**config.mk**
```make
export PLATFORM = sky130hd
export DESIGN_NAME = reg_alu_sequencer
export DESIGN_NICKNAME = d
export VERILOG_FILES = /design/src/rtl/reg_alu_sequencer.sv
export SDC_FILE = /design/constraint.sdc
export NUM_CORES = 1
export LEC_CHECK = 0
export ABC_AREA = 0
export BUFFER_PORTS_ARGS = -buffer_cell sky130_fd_sc_hd__buf_4
export CORE_UTILIZATION = 50
export DETAILED_ROUTE_END_ITERATION = 8
export GPL_ROUTABILITY_DRIVEN = 0
export PLACE_DENSITY = 0.73
export SLEW_MARGIN = 5
export SYNTH_ARGS = -nofsm -noshare
export SYNTH_HDL_FRONTEND = slang
export SYNTH_SLANG_ARGS = --single-unit
export TNS_END_PERCENT = 30
```
**constraint.sdc**
```tcl
create_clock -name clk -period 2.39 [get_ports clk]
set_clock_uncertainty 0.05 [all_clocks]
set_input_delay 0.3585 -clock clk [delete_from_list [all_inputs] [get_ports clk]]
set_output_delay 0.3585 -clock clk [all_outputs]
set_load 0.05 [all_outputs]
```
**src/rtl/reg_alu_sequencer.sv**
```systemverilog
// Multi-cycle instruction sequencer in front of a 4x16 register file: fetches
// operands through one read port, computes a 16-bit result, writes it back.
module reg_alu_sequencer (
  input  logic        clk,
  input  logic        reset,
  input  logic        instr_valid,
  output logic        instr_ready,
  input  logic [2:0]  instr_op,
  input  logic [1:0]  instr_dst,
  input  logic [1:0]  instr_src_a,
  input  logic [1:0]  instr_src_b,
  input  logic [15:0] instr_imm,
  output logic [1:0]  read_index_a,
  input  logic [15:0] read_data_a,
  output logic [1:0]  write_index,
  output logic        write_enable,
  output logic [15:0] write_data,
  output logic        done,
  output logic        zero_flag,
  output logic        carry_flag
);

  localparam logic [2:0] OP_LOADI = 3'd0;
  localparam logic [2:0] OP_MOV   = 3'd1;
  localparam logic [2:0] OP_ADD   = 3'd2;
  localparam logic [2:0] OP_SUB   = 3'd3;
  localparam logic [2:0] OP_AND   = 3'd4;
  localparam logic [2:0] OP_OR    = 3'd5;
  localparam logic [2:0] OP_XOR   = 3'd6;
  localparam logic [2:0] OP_ADDI  = 3'd7;

  typedef enum logic [1:0] {IDLE, RD_A, RD_B, WB} state_t;

  state_t      state_reg;
  logic [2:0]  op_reg;
  logic [1:0]  dst_reg;
  logic [1:0]  src_b_reg;
  logic [15:0] imm_reg;
  logic [15:0] op_a_reg;
  logic        carry_reg;
  logic [1:0]  read_index_reg;
  logic [1:0]  write_index_reg;
  logic        write_enable_reg;
  logic [15:0] write_data_reg;
  logic        done_reg;
  logic        zero_flag_reg;
  logic        carry_flag_reg;

  logic [16:0] sum_a_imm;
  logic [16:0] sum_ab;
  logic [16:0] diff_ab;
  logic [15:0] alu_result;
  logic        alu_carry;
  logic        go_wb;

  assign sum_a_imm = {1'b0, read_data_a} + {1'b0, imm_reg};
  assign sum_ab    = {1'b0, op_a_reg} + {1'b0, read_data_a};
  // Bit 16 of the 17-bit difference is the unsigned borrow (a < b).
  assign diff_ab   = {1'b0, op_a_reg} - {1'b0, read_data_a};

  // Result and carry for whichever state is about to hand off to write-back.
  always_comb begin
    alu_result = 16'h0000;
    alu_carry  = 1'b0;
    go_wb      = 1'b0;
    case (state_reg)
      IDLE: begin
        alu_result = instr_imm;
        go_wb      = instr_valid && (instr_op == OP_LOADI);
      end
      RD_A: begin
        case (op_reg)
          OP_MOV: begin
            alu_result = read_data_a;
            go_wb      = 1'b1;
          end
          OP_ADDI: begin
            alu_result = sum_a_imm[15:0];
            alu_carry  = sum_a_imm[16];
            go_wb      = 1'b1;
          end
          default: ;
        endcase
      end
      RD_B: begin
        go_wb = 1'b1;
        case (op_reg)
          OP_ADD: begin
            alu_result = sum_ab[15:0];
            alu_carry  = sum_ab[16];
          end
          OP_SUB: begin
            alu_result = diff_ab[15:0];
            alu_carry  = diff_ab[16];
          end
          OP_AND:  alu_result = op_a_reg & read_data_a;
          OP_OR:   alu_result = op_a_reg | read_data_a;
          OP_XOR:  alu_result = op_a_reg ^ read_data_a;
          default: alu_result = 16'h0000;
        endcase
      end
      default: ;
    endcase
  end

  always_ff @(posedge clk) begin
    if (reset) begin
      state_reg        <= IDLE;
      op_reg           <= 3'd0;
      dst_reg          <= 2'd0;
      src_b_reg        <= 2'd0;
      imm_reg          <= 16'h0000;
      op_a_reg         <= 16'h0000;
      carry_reg        <= 1'b0;
      read_index_reg   <= 2'd0;
      write_index_reg  <= 2'd0;
      write_enable_reg <= 1'b0;
      write_data_reg   <= 16'h0000;
      done_reg         <= 1'b0;
      zero_flag_reg    <= 1'b0;
      carry_flag_reg   <= 1'b0;
    end else begin
      case (state_reg)
        IDLE: begin
          if (instr_valid) begin
            op_reg    <= instr_op;
            dst_reg   <= instr_dst;
            src_b_reg <= instr_src_b;
            imm_reg   <= instr_imm;
            if (instr_op != OP_LOADI) begin
              state_reg      <= RD_A;
              read_index_reg <= instr_src_a;
            end
          end
        end
        RD_A: begin
          if (!go_wb) begin
            op_a_reg       <= read_data_a;
            read_index_reg <= src_b_reg;
            state_reg      <= RD_B;
          end
        end
        WB: begin
          state_reg        <= IDLE;
          write_enable_reg <= 1'b0;
          done_reg         <= 1'b0;
          write_index_reg  <= 2'd0;
          write_data_reg   <= 16'h0000;
          zero_flag_reg    <= (write_data_reg == 16'h0000);
          carry_flag_reg   <= carry_reg;
        end
        default: ;
      endcase

      // Outputs are loaded on entry to WB so they are valid for the whole cycle.
      if (go_wb) begin
        state_reg        <= WB;
        write_enable_reg <= 1'b1;
        done_reg         <= 1'b1;
        write_index_reg  <= (state_reg == IDLE) ? instr_dst : dst_reg;
        write_data_reg   <= alu_result;
        carry_reg        <= alu_carry;
        read_index_reg   <= 2'd0;
      end
    end
  end

  assign instr_ready  = (state_reg == IDLE) && !reset;
  assign read_index_a = read_index_reg;
  assign write_index  = write_index_reg;
  assign write_enable = write_enable_reg;
  assign write_data   = write_data_reg;
  assign done         = done_reg;
  assign zero_flag    = zero_flag_reg;
  assign carry_flag   = carry_flag_reg;

endmodule
```
======== Word level (Yosys, flattened, before mapping) ========
Index checks and enable logic that the tools add are counted.
storage, ports and cells
  logic and storage cells ................. 72
  input port bits ......................... 44
  register bits ........................... 65
  output and inout bits ................... 25
operators by class
  bitwise logic cells ..................... 4
  multiplexer cells ....................... 22
  reductions and logical operators ........ 16
  equality and inequality tests ........... 14
  add/subtract/negate cells ............... 3
operators by type and width
  operator                                              count
  case mux 16 bit (5 select lines)                      1
  case mux 16 bit (3 select lines)                      1
  adder 16 x 16 -> 17 bit                               2
  2-to-1 mux 16 bit                                     2
  case mux 16 bit (2 select lines)                      1
  subtractor 16 x 16 -> 17 bit                          1
  bitwise AND 16 bit                                    1
  logical NOT 16 bit                                    1
  2-to-1 mux 2 bit                                      8
  OR 16 bit                                             1
  bitwise XOR 16 bit                                    1
  equality test 3 bit (second input constant)           4
  equality test 3 x 2 -> 1 bit (second input constant)  2
  inequality test 3 bit (second input constant)         2
  case mux 2 bit (3 select lines)                       1
  AND reduction 3 bit                                   2
  equality test 2 bit (second input constant)           2
  2-to-1 mux 1 bit                                      4
  inequality test 2 bit (second input constant)         2
  case mux 1 bit (2 select lines)                       2
  case mux 2 bit (2 select lines)                       1
  AND reduction 2 bit                                   2
  nonzero test 2 bit                                    2
  nonzero test 4 bit                                    1
  other kinds (10)                                      12

======== Depth between registers and ports, before layout ========
  depth in word-level cells ............... 6
  mapped depth ............................ 12
  depth with buffers taken out ............ 12

======== Worst setup path after synthesis ========
OpenSTA, ideal clock, no wires.
  path type ............................... input to register
  start ................................... input read_data_a[1]
  end ..................................... register write_data_reg[15] (netlist: write_data[15])
  library setup time ...................... 74 ps
  slack ................................... -181 ps
  required time ........................... 2266 ps
  stages on the path ...................... 10
  path buffers ............................ 0
  data arrival time ....................... 2447 ps
  cells stage by stage .................... inv_1 > ha_1 > a211oi_2 > o21ai_1 > nand3_2 > a31oi_1 > or4_1 > and3_1 > or4_1 > a31oi_1
between the ends
  longest elaborated chain between the ends .. 4
  elaborated cells between the ends (all ways) .. 7
  classes of those cells .................. 3 x add/sub; 4 x mux
ends and longest elaborated chain
  item                                                                                         RTL line  source
  start: declaration                                                                           14        input logic [15:0] read_data_a,
  subtractor 16 x 16 -> 17 bit (tied with other cells)                                         59        assign diff_ab = {1'b0, op_a_reg} - {1'b0, read_data_a};
  case mux 16 bit (5 select lines) / case mux 16 bit (2 select lines) (equally long branches)  87, 72
  case mux 16 bit (3 select lines) (*)                                                         66        case (state_reg)
  2-to-1 mux 16 bit (*)                                                                        156       if (go_wb) begin
  end signal: assignment                                                                       161       write_data_reg <= alu_result;
  end: declaration                                                                             44        logic [15:0] write_data_reg;
Every way passes the cells marked *; elsewhere a longest branch is shown, timed or not.
A chain may end at the register's enable or synchronous reset.

======== Worst setup path after layout ========
  start ................................... register op_a_reg[0]
  end ..................................... register write_data_reg[14] (netlist: write_data[14])
between the ends
  longest elaborated chain between the ends .. 4
  elaborated cells between the ends (all ways) .. 5
  classes of those cells .................. 2 x add/sub; 3 x mux
ends and longest elaborated chain
  item                                                                            RTL line  source
  start: declaration                                                              39        logic [15:0] op_a_reg;
  start signal: assignment                                                        138       op_a_reg <= read_data_a;
  subtractor 16 x 16 -> 17 bit / adder 16 x 16 -> 17 bit (equally long branches)  59, 57
  case mux 16 bit (5 select lines) (*)                                            87        case (op_reg)
  case mux 16 bit (3 select lines) (*)                                            66
  2-to-1 mux 16 bit (*)                                                           156
Marks and branches as above.

==> out/results.tsv <==
stage	metric	value	unit
critical_path	critPathKind	reg2reg	
critical_path	crit_buf_inv	2	
placed_design	placed_cells	1065	
critical_path	path_max_fanout	3	
logic_synthesis	synth_area_leaders	dfxtp_1, ha_1, a21oi_1, nand2_1, inv_1	
grt	grt_start_max_net_pins	41	
die	core-area	0.01142	mm²
grt	grt.overflow.total	0	
die	io_pins	69	
drt	vias_per_cell	6.408	
critical_path	cpPeakStageDelay	380	ps
drt	ant_nets	0	
sta	relSlewSlack	0.6435	
grt	grt-busiest-layer	met2	
die	fp.dieH	110.4	µm
cells_and_area	fillers	848	
logic_synthesis	yosys.cell_count.top_type	nand2_1	
clock_tree	tritoncts	yes	
pwr	ir_drop	0.8939	mV
clock_tree	cts_max_level	3	
drt	vias	6991	
critical_path	critical_path_depth	12	
grt	grt_pass1_wl	32090	µm
logic_synthesis	synthArstFlopShare	0	
critical_path	cp-start-kind	flip-flop	
clock_tree	root_buffer	clkbuf_16	
sta	finalSetupViolCount	9	
die	die-area	0.01218	mm²
logic_synthesis	yosys.area_share.xor_xnor	0.02834	
drt	dr.pass1.iters	6	
run_status	failed_checks	negative setup slack	
logic_synthesis	ys_ff_latch	65	
grt	grt_pass1_vias	6419	
logic_synthesis	synth_cell_types	73	
logic_synthesis	post-synth-top-area-cell	dfxtp_1	
grt	use_met2	0.5390	
sta	worst_slack	-231.6	ps
logic_synthesis	synth-simple-area-share	0.1962	
drt	drc	0	
sta	rsz0062_at_grt	true	
clock_tree	clock_sinks	65	
drt	post_drt_wl_per_cell	19.72	µm
critical_path	cp_top_family	compound AO/OA/AOI/OAI gates	
clock_tree	clk_latency	350	ps
placed_design	dp_hpwl	15230	µm
die	core.rowCount	39	
sta	min_period	2622	ps
drt	first_iter_violations	758	
placed_design	io_buffers	68	
clock_tree	path_clk_slew	60	ps
cells_and_area	antenna_cells	0	
cells_and_area	post_layout_nonfiller_instances	1091	
worst_hold_path	hold-path-cell-count	3	
die	initial_utilization	0.5142	
cells_and_area	drive_gt1_frac	0.2943	
cells_and_area	layout.nets	1060	
logic_synthesis	syn_nets	899	
placed_design	place_worst_setup_slack	-445.1	ps
pwr	powerDensity	991.6	mW/mm²
critical_path	end_kind	flip-flop	
critical_path	crit_required	2640	ps
logic_synthesis	synth_area	0.005872	mm²
critical_path	r2r_slack	-230	ps
critical_path	slowest_stage	dfxtp_4	
sta	max_freq	381.5	MHz
logic_synthesis	synth_cells	782	
logic_synthesis	yosys_warnings	0	
logic_synthesis	synth_edf_count	0	
sta	finalCritPeriodShare	1.097	
run	cap_viol_max_count	0	
clock_tree	clock_tree.buffer_depth	2	
run_status	outcome	complete, but fails checks	
sta	maxSlewViolCount	0	
critical_path	worstPathArrival	2870	ps
logic_synthesis	synth_flop_cell	dfxtp_1	
pwr	p_leak	3.469	nW
logic_synthesis	synth_compound_area_frac	0.2926	
cells_and_area	area_delta_synth_final	35.99	%
grt	track_usage	0.3452	
logic_synthesis	synthMuxAreaShare	0.03111	
die	die-width	110.4	µm
clock_tree	cts-buffers-inserted	9	
logic_synthesis	synth-adder-area-share	0.1594	
logic_synthesis	yosys-top-cells-count	nand2_1, a21oi_1, ha_1	
logic_synthesis	yosysSeqAreaShare	0.2216	
logic_synthesis	synth_top_area_frac	0.2216	
grt	use_met3	0.06173	
grt	antenna_found_initial	0	
critical_path	reg2reg_depth	12	
critical_path	crit_chain	inv_4 > ha_4 > inv_2 > fa_2 > nand2b_4 > a221oi_4 > o41ai_4 > o311a_1 > o211ai_1 > a21bo_1 > mux2_4 > nand2_1	
cells_and_area	fin_area	0.007985	mm²
worst_hold_path	hold_path_class	in2reg	
sta	hold_violations	0	
placed_design	place_area	0.007293	mm²
drt	wl	21510	µm
grt	use_met1	0.4607	
sta	worst_pin_slew	530.3	ps
logic_synthesis	synth_top_family_by_area	compound AO/OA/AOI/OAI gates	
logic_synthesis	synth_area_per_cell	7.509	µm²
cell usage in the layout, fill, tap and decap left out, drive strengths merged, types with 4 or more instances in the layout:
cell type and count:
xor2 7, a21o 9, nand2 101, a21oi 81, o221ai 5, a22oi 6
o21bai 9, mux2i 16, o31ai 6, o21a 9, o21ai 57, o311ai 4
xnor2 12, nor2b 8, a221oi 10, a31oi 14, a221o 4, clkbuf 12
nand4 7, or3 6, nand2b 14, and3 4, o211ai 7, nor4 8
dfxtp 65, nor3 15, a211oi 9, buf 199, ha 70, nand3 15
inv 52, nor2 46, o22ai 9
layer usage:
layer | up-vias | share of wire
met4 | 0 | 0.039
li1 | 3145 | -
met1 | 3234 | 0.40
met2 | 522 | 0.45
met3 | 90 | 0.11
met5 | - | 0
worst register-to-register path, delay by kind of cell (launching register included):
kind                     cells  cell delay (ps)
AO/OA/AOI/OAI                5             1220
adder cells (fa/ha/maj)      2              390
buffers and inverters        2              110
flip-flops                   1              380
multiplexers                 1              300
AND/OR/NAND/NOR              2              140
what timing repair did:
action,in CTS,in global routing
hold buffers,0,0
endpoints found under the setup margin,7,16
setup buffers,6,4
resized for setup,23,43
pin swaps,11,17
kinds of logic after synthesis:
| kind of cell | count (synthesis) |
|---|---|
| compound gates | 266 |
| xor+xnor | 19 |
| fa+ha+maj | 73 |
| buf+inv | 103 |
| flops | 65 |
| mux | 18 |
| simple gates | 238 |
final timing paths:
kind,start,endpoint
setup / recovery,op_a_reg[0],write_data[14]
hold / removal,instr_src_b[1],src_b_reg[1]
setup reg to reg,op_a_reg[0],write_data[14]
hold reg to reg,src_b_reg[0],src_b_reg[0]
per-stage QoR:
stage               total power, mW  hold WS [ps]  TNS [ps]    util
floorplan                     4.461         385.7    -288.3       -
global placement              5.954         392.2     -2338  0.6387
detailed placement            6.073         403.1     -3245  0.6387
CTS                           7.567         208.4    -761.1  0.6772
global route                  8.284         229.6     -2167  0.6993
finish                        7.918         209.2     -1242  0.6993
report_power, final:
| group | switching (mW) | internal (mW) | total, mW |
|---|---|---|---|
| logic | 2.95 | 1.91 | 4.86 |
| registers | 0.271 | 1.39 | 1.66 |
| clock network | 0.539 | 0.865 | 1.40 |
final cells by class:
class | instances | area [µm²] | area share
Clock buffer | 12 | 256.5 | 0.03212
Clock inverter | 4 | 51.30 | 0.006424
Inverter | 54 | 209.0 | 0.02617
Multi-Input combinational cell | 614 | 4467 | 0.5594
Sequential cell | 65 | 1309 | 0.1639
Tap cell | 143 | 178.9 | 0.02241
Timing Repair Buffer | 199 | 1514 | 0.1896
Power figures use the tool's default switching activity.
